## src/rtl/cpu_control_unit.sv

```systemverilog
// Fetch/decode/sequencing FSM for the 8-bit accumulator CPU: owns PC and IR,
// emits Moore-decoded memory strobes and accumulator load, one instruction at a time.
module cpu_control_unit #(
  parameter int PC_WIDTH   = 4,
  parameter int DATA_WIDTH = 8,
  parameter int RESET_PC   = 0
) (
  input  logic                      clock,
  input  logic                      reset,
  input  logic [DATA_WIDTH-1:0]     instMemDataBus,
  input  logic                      accZero,
  output logic [PC_WIDTH-1:0]       instMemAddrBus,
  output logic [DATA_WIDTH/2-1:0]   dataMemAddrBus,
  output logic [DATA_WIDTH/2-1:0]   opcode,
  output logic                      mReadFlag,
  output logic                      mWriteFlag,
  output logic                      accLoad,
  output logic                      halted
);

  localparam int OPW = DATA_WIDTH / 2;

  localparam logic [OPW-1:0] OP_LDA = OPW'(4'h1);
  localparam logic [OPW-1:0] OP_STA = OPW'(4'h2);
  localparam logic [OPW-1:0] OP_ADD = OPW'(4'h3);
  localparam logic [OPW-1:0] OP_SUB = OPW'(4'h4);
  localparam logic [OPW-1:0] OP_AND = OPW'(4'h5);
  localparam logic [OPW-1:0] OP_OR  = OPW'(4'h6);
  localparam logic [OPW-1:0] OP_XOR = OPW'(4'h7);
  localparam logic [OPW-1:0] OP_NOT = OPW'(4'h8);
  localparam logic [OPW-1:0] OP_JMP = OPW'(4'h9);
  localparam logic [OPW-1:0] OP_JZ  = OPW'(4'hA);
  localparam logic [OPW-1:0] OP_LDI = OPW'(4'hB);
  localparam logic [OPW-1:0] OP_HLT = OPW'(4'hF);

  typedef enum logic [2:0] {
    S_FETCH  = 3'd0,
    S_DECODE = 3'd1,
    S_READ   = 3'd2,
    S_EXEC   = 3'd3,
    S_WRITE  = 3'd4,
    S_HALT   = 3'd5
  } state_t;

  state_t                state, state_nxt;
  logic [PC_WIDTH-1:0]   pc, pc_nxt;
  logic [DATA_WIDTH-1:0] ir, ir_nxt;
  logic [OPW-1:0]        ir_op;
  logic [PC_WIDTH-1:0]   ir_target;

  assign ir_op          = ir[DATA_WIDTH-1:OPW];
  assign ir_target      = PC_WIDTH'(ir[OPW-1:0]);
  assign instMemAddrBus = pc;
  assign opcode         = ir_op;
  assign dataMemAddrBus = ir[OPW-1:0];

  always_ff @(posedge clock) begin
    if (reset) begin
      state <= S_FETCH;
      pc    <= PC_WIDTH'(RESET_PC);
      ir    <= '0;
    end else begin
      state <= state_nxt;
      pc    <= pc_nxt;
      ir    <= ir_nxt;
    end
  end

  always_comb begin
    state_nxt  = S_FETCH;
    pc_nxt     = pc;
    ir_nxt     = ir;
    mReadFlag  = 1'b0;
    mWriteFlag = 1'b0;
    accLoad    = 1'b0;
    halted     = 1'b0;
    case (state)
      S_FETCH: begin
        ir_nxt    = instMemDataBus;
        pc_nxt    = pc + 1'b1;
        state_nxt = S_DECODE;
      end
      S_DECODE: begin
        case (ir_op)
          OP_HLT: state_nxt = S_HALT;
          OP_JMP: pc_nxt = ir_target;
          OP_JZ:  if (accZero) pc_nxt = ir_target;
          OP_LDA, OP_ADD, OP_SUB, OP_AND, OP_OR, OP_XOR: state_nxt = S_READ;
          OP_STA: state_nxt = S_WRITE;
          OP_NOT, OP_LDI: state_nxt = S_EXEC;
          default: state_nxt = S_FETCH;
        endcase
      end
      S_READ: begin
        mReadFlag = 1'b1;
        state_nxt = S_EXEC;
      end
      S_EXEC: begin
        accLoad   = 1'b1;
        state_nxt = S_FETCH;
      end
      S_WRITE: begin
        mWriteFlag = 1'b1;
        state_nxt  = S_FETCH;
      end
      S_HALT: begin
        halted    = 1'b1;
        state_nxt = S_HALT;
      end
      // Corrupted encodings fall back to a fresh fetch.
      default: state_nxt = S_FETCH;
    endcase
  end

endmodule

```

## config.mk

```make
export PLATFORM = sky130hd
export DESIGN_NAME = cpu_control_unit
export DESIGN_NICKNAME = d
export VERILOG_FILES = /design/src/rtl/cpu_control_unit.sv
export SDC_FILE = /design/constraint.sdc
export NUM_CORES = 1
export LEC_CHECK = 0
export ABC_AREA = 1
export CAP_MARGIN = 25
export CORE_UTILIZATION = 39
export CTS_CLUSTER_SIZE = 12
export DETAILED_ROUTE_END_ITERATION = 8
export GPL_ROUTABILITY_DRIVEN = 1
export PLACE_DENSITY = 0.76
export SLEW_MARGIN = 20
export SYNTH_ARGS = -nofsm -noshare
export SYNTH_HDL_FRONTEND = slang
export SYNTH_SLANG_ARGS = --single-unit
```

## constraint.sdc

```tcl
create_clock -name clock -period 1.1 [get_ports clock]
set_input_delay 0.22 -clock clock [delete_from_list [all_inputs] [get_ports clock]]
set_output_delay 0.22 -clock clock [all_outputs]
set_load 0.005 [all_outputs]
```

==> results.json <==
{
  "core_area_um2": 1764,
  "gp_congestion": 0.7646,
  "start_kind": "flop",
  "ios": 27,
  "cts-root-buf": "clkbuf_4",
  "syn-cell-area_um2": 757.0,
  "fp.dieH_um": 46.06,
  "crit_slowest_cell": "dfxtp_2",
  "fillers": 132,
  "drtIter0Drc": 28,
  "synth_top_area_share_pct": 39.67,
  "grt-ovfl-total": 0,
  "drv_slew": 0,
  "grt_start_max_net_pins": 13,
  "synth_fp_nets": 122,
  "r2r-end": "instMemAddrBus[0]",
  "synth_cell_type_count": 22,
  "wl_per_cell_um": 12.81,
  "critPathMaxFanout": 5,
  "final_util_pct": 79.50,
  "p_leak_nw": 0.6738,
  "period_share_pct": 118.1,
  "avgSynthCellArea_um2": 6.882,
  "tightest_slew_ns": 0.2802,
  "fmax_mhz": 769.6,
  "violations": "negative setup slack",
  "antenna_found_initial": 0,
  "crit_arrival_ns": 1.47,
  "finalHoldViolCount": 0,
  "start_util_pct": 42.91,
  "hpwl_um": 1322,
  "yosys_warnings": 0,
  "cp_common_cell": "nand2_1",
  "insertedDiodeCount": 0,
  "r2r_setup_slack_ns": -0.20,
  "setup_violations": 18,
  "required_ns": 1.28,
  "vias_per_cell": 4.995,
  "portBuffers": 26,
  "ant_nets": 0,
  "setup_tns_ns": -1.497,
  "place_ws_ns": -0.3149,
  "cts_buffers": 3,
  "rsz0062_at_grt": "yes",
  "rows": 15,
  "ir_drop_mv": 1.346,
  "clkLatencyLatePin_ns": 0.28,
  "run_status": "finished, violations left",
  "hp-class": "reg2reg",
  "nets": 179,
  "syn_to_final_growth_pct": 85.29,
  "hold_ws_ns": 0.4811,
  "layout_common_cells": "nor2_1, buf_4, nand2_1, dfxtp_2",
  "min_from": "ir[2]",
  "met2_length_um": 1275,
  "met3_wirelength_um": 117,
  "critPathKind": "reg2reg",
  "yosysSeqAreaShare_pct": 39.67,
  "drive_gt1_share_pct": 48.19,
  "endpoint_kind": "flop",
  "firstDrtPassIters": 4,
  "h-tree-depth": 1,
  "worst_clock_skew_ns": 0.004585,
  "placed_cells": 176,
  "fin_cells": 191,
  "drc": 0,
  "clk_pin_slew_ns": 0.10,
  "die_area_um2": 2121,
  "grt_usage_pct": 21.99,
  "m1WireLength_um": 1013,
  "path_cells": "inv_2, buf_6, nand3_4, buf_4, o21ai_0, nand2_1, nand2_1, nor2_1",
  "cts_max_path_buffers": 2,
  "top_layer": "met4",
  "synthTopCellsByArea": "dfxtp_1, nor2_1, nand2_1",
  "cpPeakStageDelay_ns": 0.35,
  "wirelength_um": 2447,
  "reg2reg_from": "state[1]",
  "synth_top_area_cell": "dfxtp_1",
  "final_common_cell": "nor2_1",
  "fp.dieW_um": 46.06,
  "ys_seq_elements": 15,
  "grt_pass1_vias": 831,
  "worstHoldEndpoint": "ir[2]",
  "dr_total_vias": 954,
  "cts_sinks": 15,
  "postSynthCellCount": 110,
  "cap_viol_max_count": 0,
  "slew_headroom_pct": 81.30,
  "p_per_area_nw_per_um2": 2282,
  "period_minus_slack_ns": 1.299,
  "cts_tree": "done",
  "fin_ws_ns": -0.1993,
  "min_path_cells": 2,
  "grt_pass1_wl_um": 3381,
  "ff2ff_path_depth": 8
}
## Yosys cell counts (all sizes together)
cell type  count
dfxtp         15
nor2          23
xor2           1
clkbuf         1
a21oi          8
ha             1
inv           14
a211oi         1
buf            1
nor3           4
nand4          1
nand2         21
nand3          5
o21ai         14
## cell families (layout without fill, tap and decap cells)
logic type      after synthesis  in the layout  share of synthesized area, %
compound gates               23             23                         17.52
xor+xnor                      1              1                         1.157
fa+ha+maj                     1              1                         1.653
buf+inv                      16             72                         8.098
flops                        15             15                         39.67
simple gates                 54             54                         31.90
## sequential cells by signal, indices dropped and copies added, names as in the netlist
register and flops:
instMemAddrBus 4, ir 8, state 3
## worst max-delay path by stage
stage	from	endpoint	slack (ns)
detailed placement	accZero	instMemAddrBus[0]	-0.31
global route	state[1]	instMemAddrBus[0]	-0.31
finish	state[1]	instMemAddrBus[0]	-0.20
global placement	accZero	instMemAddrBus[2]	-0.29
CTS	state[1]	accLoad	-0.22
floorplan	ir[5]	instMemAddrBus[0]	0.02
## metal layers
metal,global-route usage [%],vias up
met1,25.42,440
li1,-,466
met2,38.31,42
met4,11.18,0
met3,3.922,6
met5,0,-
## metrics by stage
step	cell area (um2)	total power, W
CTS	1324	0.002925
detailed placement	1169	0.002383
floorplan	758.2	0.001628
global route	1403	0.003395
finish	1403	0.003200
global placement	1169	0.002346
## timing repair
item	in CTS	in global routing
gates resized for setup	65	26
endpoints found under the setup margin	31	26
hold buffers	0	0
pin swaps	7	11
buffers inserted	9	2
gates cloned	0	0
## cell type report
cell class | count | area [um2] | share of cell area, %
Sequential cell | 15 | 324.1 | 23.10
Tap cell | 25 | 31.28 | 2.230
Multi-Input combinational cell | 79 | 474.2 | 33.81
Inverter | 14 | 60.06 | 4.282
Timing Repair Buffer | 54 | 486.7 | 34.70
Clock buffer | 4 | 26.28 | 1.873
## report_power, final
group          internal (W)  switching, W  leakage, nW
clock network      0.000140      0.000180       0.0150
logic              0.000995       0.00102        0.529
registers          0.000753      0.000114        0.130
## critical path, delay by kind of cell (launching register included)
| family | cells | cell delay (ns) |
|---|---|---|
| AO/OA/AOI/OAI | 1 | 0.16 |
| buffers and inverters | 3 | 0.38 |
| flip-flops | 1 | 0.35 |
| AND/OR/NAND/NOR | 4 | 0.30 |
(Power assumes the default switching activity.)
